## src/rtl/wb_port_arbiter.sv

```systemverilog
// Register-file write-port arbiter: pipeline writeback has fixed priority, MDU
// results queue in a small FIFO and drain on pipeline bubbles, with a starvation stall.
module wb_port_arbiter #(
    parameter int unsigned WB_DATA_BUS = 38,
    parameter int unsigned FIFO_DEPTH  = 2,
    parameter int unsigned STARVE_MAX  = 4
) (
    input  logic                   clk,
    input  logic                   rst_n,
    input  logic [WB_DATA_BUS-1:0] wb_data_bus_in,
    input  logic                   mdu_valid,
    output logic                   mdu_ready,
    input  logic [4:0]             mdu_rd,
    input  logic [31:0]            mdu_data,
    output logic [WB_DATA_BUS-1:0] rf_wb_bus_out,
    output logic [31:0]            mdu_pend_mask,
    output logic                   stall_req
);

    localparam int unsigned PTR_W = (FIFO_DEPTH > 1) ? $clog2(FIFO_DEPTH) : 1;
    localparam int unsigned PW1   = PTR_W + 1;
    localparam int unsigned CNT_W = $clog2(STARVE_MAX + 1);

    logic [4:0]  pipe_rd;
    logic        pipe_wen;
    logic [31:0] pipe_data;
    logic        pipe_hit;

    logic [4:0]  fifo_rd   [FIFO_DEPTH];
    logic [31:0] fifo_data [FIFO_DEPTH];
    logic [PTR_W:0] wr_ptr;
    logic [PTR_W:0] rd_ptr;
    logic [PTR_W:0] count;
    logic           full;
    logic           empty;
    logic           push;
    logic           pop;
    logic           blocked;
    logic [CNT_W-1:0] starve_cnt;
    logic [PTR_W-1:0] slot;

    assign pipe_rd   = wb_data_bus_in[WB_DATA_BUS-1 -: 5];
    assign pipe_wen  = wb_data_bus_in[32];
    assign pipe_data = wb_data_bus_in[31:0];
    assign pipe_hit  = pipe_wen && (pipe_rd != 5'd0);

    assign full  = (wr_ptr[PTR_W-1:0] == rd_ptr[PTR_W-1:0]) && (wr_ptr[PTR_W] != rd_ptr[PTR_W]);
    assign empty = (wr_ptr == rd_ptr);
    assign count = wr_ptr - rd_ptr;

    assign mdu_ready = !full;
    // rd==0 results complete the handshake but are never stored
    assign push    = mdu_valid && !full && (mdu_rd != 5'd0);
    assign pop     = !pipe_hit && !empty;
    assign blocked = pipe_hit && !empty;

    // Pending-destination mask over the occupied FIFO slots
    always_comb begin
        mdu_pend_mask = '0;
        slot          = '0;
        for (int unsigned k = 0; k < FIFO_DEPTH; k++) begin
            slot = rd_ptr[PTR_W-1:0] + PTR_W'(k);
            if (PW1'(k) < count) begin
                mdu_pend_mask[fifo_rd[slot]] = 1'b1;
            end
        end
    end

    // Queue storage needs no reset: occupancy is tracked by the pointers
    always_ff @(posedge clk) begin
        if (push) begin
            fifo_rd[wr_ptr[PTR_W-1:0]]   <= mdu_rd;
            fifo_data[wr_ptr[PTR_W-1:0]] <= mdu_data;
        end
    end

    always_ff @(posedge clk or negedge rst_n) begin
        if (!rst_n) begin
            wr_ptr        <= '0;
            rd_ptr        <= '0;
            starve_cnt    <= '0;
            stall_req     <= 1'b0;
            rf_wb_bus_out <= '0;
        end else begin
            if (push) begin
                wr_ptr <= wr_ptr + PW1'(1);
            end
            if (pop) begin
                rd_ptr <= rd_ptr + PW1'(1);
            end

            if (pipe_hit) begin
                rf_wb_bus_out <= {pipe_rd, 1'b1, pipe_data};
            end else if (pop) begin
                rf_wb_bus_out <= {fifo_rd[rd_ptr[PTR_W-1:0]], 1'b1, fifo_data[rd_ptr[PTR_W-1:0]]};
            end else begin
                rf_wb_bus_out <= '0;
            end

            if (pop || empty) begin
                starve_cnt <= '0;
            end else if (starve_cnt != CNT_W'(STARVE_MAX)) begin
                starve_cnt <= starve_cnt + CNT_W'(1);
            end

            if (blocked && (starve_cnt >= CNT_W'(STARVE_MAX - 1))) begin
                stall_req <= 1'b1;
            end else if (pop) begin
                stall_req <= 1'b0;
            end
        end
    end

endmodule

```

## config.mk

```make
export PLATFORM = sky130hd
export DESIGN_NAME = wb_port_arbiter
export DESIGN_NICKNAME = d
export VERILOG_FILES = /design/src/rtl/wb_port_arbiter.sv
export SDC_FILE = /design/constraint.sdc
export NUM_CORES = 1
export LEC_CHECK = 0
export ABC_AREA = 1
export CAP_MARGIN = 30
export CORE_AREA = 2 2 97 99
export DETAILED_ROUTE_END_ITERATION = 8
export DIE_AREA = 0 0 99 101
export DONT_BUFFER_PORTS = 1
export GPL_ROUTABILITY_DRIVEN = 0
export GPL_TIMING_DRIVEN = 0
export PLACE_DENSITY = 0.84
export REMOVE_ABC_BUFFERS = 1
export SETUP_SLACK_MARGIN = 0.2
export SYNTH_ARGS = -nofsm -noshare
export SYNTH_HDL_FRONTEND = slang
export SYNTH_SLANG_ARGS = --single-unit
```

## constraint.sdc

```tcl
create_clock -name clk -period 4.1 [get_ports clk]
set_input_delay 0.82 -clock clk [delete_from_list [all_inputs] [get_ports clk]]
set_output_delay 0.82 -clock clk [all_outputs]
set_load 0.01 [all_outputs]
```

# After elaboration in Yosys (flattened, before gate mapping)
# Memory sizes are Yosys's and may differ from the RTL's.
# Index checks and enable logic that the tools add are counted.
[totals] output_inout_bits=72 ff_bits=46 mem_count=2 latch_bits=0 mem_bits_ro=0 input_bits=78 ramBits=74 wordCells=55
[op_classes] mul=0 n_bitwise=1 magnitude_cmp=7 n_addsub=5 shifts=0 n_eq_ne=4 muxes=14 div=0 reduce_logical=17
[mem_list] name="fifo_data" depth=2 width=32 rd=1 rd_ports_with_merged_regs=0 write_ports=1 line_no="30" source="logic [31:0] fifo_data [FIFO_DEPTH];"
[mem_list] name="fifo_rd" depth=2 width=5 rd=2 rd_ports_with_merged_regs=0 write_ports=1 line_no="29" source="logic [4:0] fifo_rd [FIFO_DEPTH];"
[ops] cell="38-bit two-way mux" count=2
[ops] cell="32-bit two-way mux" count=2
[ops] cell="32-bit OR" count=1
[ops] cell="5-bit by 6-bit less-than comparator with 1-bit output (second input constant)" count=2
[ops] cell="1-bit demux with 5-bit select" count=2
[ops] cell="5-bit by 1-bit >= comparator with 1-bit output (second input constant)" count=2
[ops] cell="5-bit nonzero test" count=2
[ops] cell="1-bit logical AND" count=9
[ops] cell="1-bit two-way mux" count=6
[ops] cell="3-bit two-way mux" count=2
[ops] cell="2-bit by 1-bit adder with 2-bit output (second input constant)" count=2
[ops] cell="1-bit by 2-bit less-than comparator with 1-bit output (first input constant)" count=2
[ops] cell="2-bit nonzero test" count=2
[ops] cell="3-bit by 1-bit adder with 3-bit output (second input constant)" count=1
[ops] cell="3-bit by 2-bit >= comparator with 1-bit output (second input constant)" count=1
[ops] cell="1-bit zero test" count=3
[ops] cell="3-bit inequality test (second input constant)" count=1
[ops] cell="2-bit == test" count=1
[ops] cell="2-bit subtractor" count=1
[ops] cell="1-bit adder (second input constant)" count=1
[ops] cell="1-bit == test" count=1
[ops] cell="1-bit logical OR" count=1
[ops] cell="1-bit inequality test" count=1

# Logic depth before layout (Yosys ltp)
# An unclocked memory read counts as a cell.
[depth] depth_word=8 ltp_mapped=9 ltp_nobuf=8

# Worst setup path before layout
# Ideal clock, no wire load.
[synth_timing] path_kind="register -> register" startpoint="register wr_ptr[0]" endpoint="memory fifo_data[1][0], enable pin" arrival_time_ps=2716 stages_incl_launch_ff=6 path_buffers=0 setup_time_ps=431 required_ps=3669 period_less_slack_ps=3147 path_slack_ps=953 cell_sequence="dfrtp_1 -> inv_1 -> ha_1 -> nand3_1 -> nand3_1 -> nor2_1"
[synth_via] elab_chain_cells=7
[synth_lines] item="start: declaration" line_no="31" source="logic [PTR_W:0] wr_ptr;"
[synth_lines] item="start signal: assignment" line_no="86" source="wr_ptr <= wr_ptr + PW1'(1);"
[synth_lines] item="1-bit == test" line_no="47" source="assign full = (wr_ptr[PTR_W-1:0] == rd_ptr[PTR_W-1:0]) && (wr_ptr[PTR_W] != rd_ptr[PTR_W]);"
[synth_lines] item="1-bit logical AND" line_no="47"
[synth_lines] item="1-bit zero test"
[synth_lines] item="net mdu_ready" line_no="12" source="output logic mdu_ready,"
[synth_lines] item="1-bit logical AND (2 in series)" line_no="53" source="assign push = mdu_valid && !full && (mdu_rd != 5'd0);"
[synth_lines] item="1-bit two-way mux" line_no="71" source="if (push) begin"
[synth_lines] item="1-bit two-way mux (not written as such)" line_no="73" source="fifo_data[wr_ptr[PTR_W-1:0]] <= mdu_data;"
[synth_lines] item="end: declaration" line_no="30"
# The timed path passes the listed nets, and every way through them passes these cells.

# Worst setup path in the final report
[layout_timing] startpoint="register rd_ptr[0]" endpoint="output port mdu_pend_mask[28]"
[layout_via] elab_chain_cells=8 elab_cells_between_ends=18 cone_classes="2 x add/sub; 6 x order compare; 6 x mux; 1 x bitwise; 2 x reduce/logical; 1 x memory"
[layout_lines] item="start: declaration" line_no="32" source="logic [PTR_W:0] rd_ptr;"
[layout_lines] item="start signal: assignment" line_no="89" source="rd_ptr <= rd_ptr + PW1'(1);"
[layout_lines] item="1-bit adder or memory 2 x 5 bit (tied branches)"
[layout_lines] item="memory 2 x 5 bit (tied with other cells)"
[layout_lines] item="5-bit by 6-bit less-than comparator with 1-bit output (not written as such) (tied with other cells)" line_no="64" source="mdu_pend_mask[fifo_rd[slot]] = 1'b1;"
[layout_lines] item="1-bit logical AND (not written as such) or 1-bit two-way mux (tied branches)" line_no="64"
[layout_lines] item="1-bit two-way mux (not written as such) or 1-bit demux with 5-bit select (tied branches)" line_no="64"
[layout_lines] item="1-bit demux with 5-bit select or 32-bit two-way mux (tied branches)" line_no="64, 63"
[layout_lines] item="32-bit OR (no source line)"
[layout_lines] item="32-bit two-way mux *" line_no="63" source="if (PW1'(k) < count) begin"
[layout_lines] item="end: declaration" line_no="16" source="output logic [31:0] mdu_pend_mask,"
# Mark *: on every way between the ends. The rest lies on a longest branch, timed or not.

==> impl_metrics.json <==
{
  "pin_count": 150,
  "syn-cell-area_mm2": 0.00555,
  "drv_slew": 0,
  "synth_adder_area_share_pct": 0.902,
  "ys.flop_type": "edfxtp_1",
  "seq_power_share_pct": 38.4,
  "drive_gt1_share_pct": 10.4,
  "initial_core_util_pct": 61.8,
  "seq_area_mm2": 0.00337,
  "synth_top_family_by_area": "simple AND/OR/NAND/NOR gates",
  "min_period_ns": 3.60,
  "cts_tree": "built",
  "sw_frac_of_total_pct": 41.1,
  "grtUsageTotal_pct": 25.4,
  "wl_um": 12200,
  "fp-row-count": 35,
  "pwr-share-clk_pct": 27.1,
  "cp-start-kind": "flip-flop",
  "nFillCells": 650,
  "clk_pin_slew_ns": 0.06,
  "dp_hpwl_um": 8100,
  "p_int_mw": 3.02,
  "first_pass_iters": 5,
  "crit_type": "reg -> out",
  "irDropWorstVdd_mv": 0.455,
  "period_share_pct": 87.8,
  "die_w_um": 99,
  "p_comb_share_pct": 34.5,
  "vias": 4182,
  "synth.avg_cell_area_um2": 9.07,
  "vias_per_cell": 5.68,
  "place_area_mm2": 0.00563,
  "maxCapViolCount": 0,
  "die_area_mm2": 0.0100,
  "max_freq_mhz": 278,
  "setup_violations": 0,
  "cts_root_buf": "clkbuf_8",
  "p_per_area_mw_per_mm2": 824,
  "hold_class": "in -> async",
  "critPathMaxFanout": 44,
  "grt_max_degree": 47,
  "worst_pin_slew_ns": 0.839,
  "synthSimpleGateAreaFrac_pct": 29.9,
  "fp.dieH_um": 101,
  "synthMuxAreaShare_pct": 0,
  "numPortBuffers": 0,
  "core-area_mm2": 0.00898,
  "switchingPower_mw": 2.11,
  "drc_errors": 0,
  "antenna_cells": 0,
  "antenna_found_initial": 0,
  "postSynthCellCount": 612,
  "cts_buffers": 17,
  "worstSkewPairLatency_ns": 0.50,
  "syn_to_final_growth_pct": 12.0,
  "critPathLaunch": "rd_ptr[0]",
  "slew_headroom_pct": 44.0,
  "fin_area_mm2": 0.00622,
  "worstSetupEndpointType": "primary output",
  "ys_async_sr_fraction_pct": 38.3,
  "first_iter_violations": 287,
  "ys_seq_area_share_pct": 60.8,
  "setup_slack_ns": 0.502,
  "cts_resized": 0,
  "clock_path_buffers": 2,
  "outcome": "completed",
  "ys_ff_latch": 120,
  "dp_slack_ns": 1.04,
  "finalClockSkew_ns": 0.0102,
  "cp.required_ns": 3.28,
  "synth-edff-count": 74,
  "hold_violations": 0,
  "first_global_vias": 4181,
  "num-nets-final": 694,
  "rsz0062_at_grt": "false",
  "synth-xor-area-share_pct": 0.473,
  "wl_per_cell_um": 16.5,
  "htreeDepth": 4,
  "yosysWarningCount": 0,
  "rr_startpoint": "rd_ptr[0]",
  "synth_compound_area_share_pct": 3.34,
  "grt-ovfl-total": 0,
  "grt_first_pass_wirelength_um": 19500,
  "synthDistinctLibCells": 30,
  "drtAntennaViolNets": 0,
  "multiInputGateArea_mm2": 0.00193,
  "leakagePower_nw": 2.79,
  "clock-sinks": 120,
  "cp.arrival_ns": 2.78
}
## cells in the mapped netlist, types with 3 or more instances
library cell	instances	area share, %
inv_1	19	1.3
nor2_2	9	1.0
dfrtp_1	46	21
buf_6	5	1.0
nand2_1	275	19
nor2_1	31	2.1
edfxtp_1	74	40
o21ai_2	3	0.47
nand2_2	3	0.34
nand3_1	72	6.5
buf_2	11	0.99
inv_2	9	0.61
o21ai_0	8	0.72
ha_1	4	0.90
o21ai_1	19	1.7
## cell usage in the layout, fill, tap and decap left out
master,n
nand4_1,2
nand2_1,275
nor2_2,9
nand2_2,3
clkbuf_8,1
nor2_4,2
bufinv_16,2
clkbuf_16,16
dfrtp_2,1
clkinv_4,3
clkinv_2,2
edfxtp_1,74
inv_1,18
nand3_2,2
o21ai_2,3
xor2_1,1
dfrtp_1,45
nor3_1,2
ha_1,4
xnor2_1,2
a21oi_1,2
inv_2,10
buf_12,1
o21a_1,1
o22ai_1,1
clkinvlp_4,1
o21ai_0,8
inv_6,4
clkinv_1,4
nor2_1,30
nand2_4,2
o21ai_1,19
buf_16,3
nand3_1,72
## power by group through the flow
| stage | Combinational (mW) | Sequential, mW | Clock, mW |
|---|---|---|---|
| 2_1_floorplan | 1.26 | 1.98 | 0 |
| 3_3_place_gp | 1.56 | 2.04 | 0 |
| 3_5_place_dp | 1.74 | 1.99 | 0 |
| 4_1_cts | 1.76 | 1.97 | 1.41 |
| 5_1_grt | 1.98 | 2.01 | 1.46 |
| 6_report | 1.77 | 1.97 | 1.39 |
## layout make-up
type,count,share of cell area [%]
flip-flops and latches,120,54.3
multi-input cells,440,31.0
clock buffers,17,6.66
clock inverters,15,2.41
well taps,111,2.23
inverters,29,1.75
repair buffers,4,1.65
## flip-flops by register name, summed over array words and instances (netlist names)
name	flops
fifo_data	64
rf_wb_bus_out	38
fifo_rd	10
starve_cnt	3
rd_ptr	2
wr_ptr	2
stall_req	1
## final timing paths
| kind | end | slack (ns) | cells past startpoint |
|---|---|---|---|
| min in group clk | fifo_data[0][7] | 0.41 | 0 |
| max | mdu_pend_mask[28] | 0.50 | 8 |
| min | rf_wb_bus_out[21] | 0.16 | 1 |
| max in group asynchronous | rd_ptr[0] | 3.71 | 1 |
| min reg2reg | wr_ptr[0] | 0.53 | 2 |
| max reg2reg | fifo_data[1][20] | 1.42 | 6 |
## repair_timing
action	4_1_cts	5_1_grt
hold buffers	1	0
endpoints found under the hold margin	46	0
buffers inserted	0	0
## cell families after synthesis
| group | after synthesis |
|---|---|
| simple gates | 399 |
| flops | 120 |
| buf+inv | 52 |
| compound gates | 34 |
| fa+ha+maj | 4 |
| xor+xnor | 3 |
## critical path, cell delays in order, from the launching register on
cell,delay [ns]
dfrtp_2,0.54
buf_12,0.24
inv_2,0.58
nand2_1,0.14
nand2_1,0.13
nand2_1,0.10
nor2_2,0.18
nand2_1,0.08
o21ai_1,0.26
## stage by stage
step / util, % / total power [mW] / setup TNS [ns] / hold WS [ns] / instances
6_report: 69.3 / 5.13 / 0 / 0.158 / 736
5_1_grt: 69.3 / 5.45 / 0 / 0.160 / 736
4_1_cts: 69.3 / 5.14 / 0 / 0.153 / 736
3_5_place_dp: 62.7 / 3.73 / 0 / 0.522 / 703
3_3_place_gp: 61.7 / 3.60 / -53.83 / 0.497 / 700
2_1_floorplan: - / 3.24 / 0 / 0.484 / 589
## metal layers
layer	track usage (%)	vias up	part of all wire [%]
met1	29.0	1949	38
li1	-	1999	-
met3	7.35	18	8.3
met5	0	-	0
met2	45.1	216	52
met4	9.69	0	1.4
Note: power is estimated with default switching activity, not from simulation.
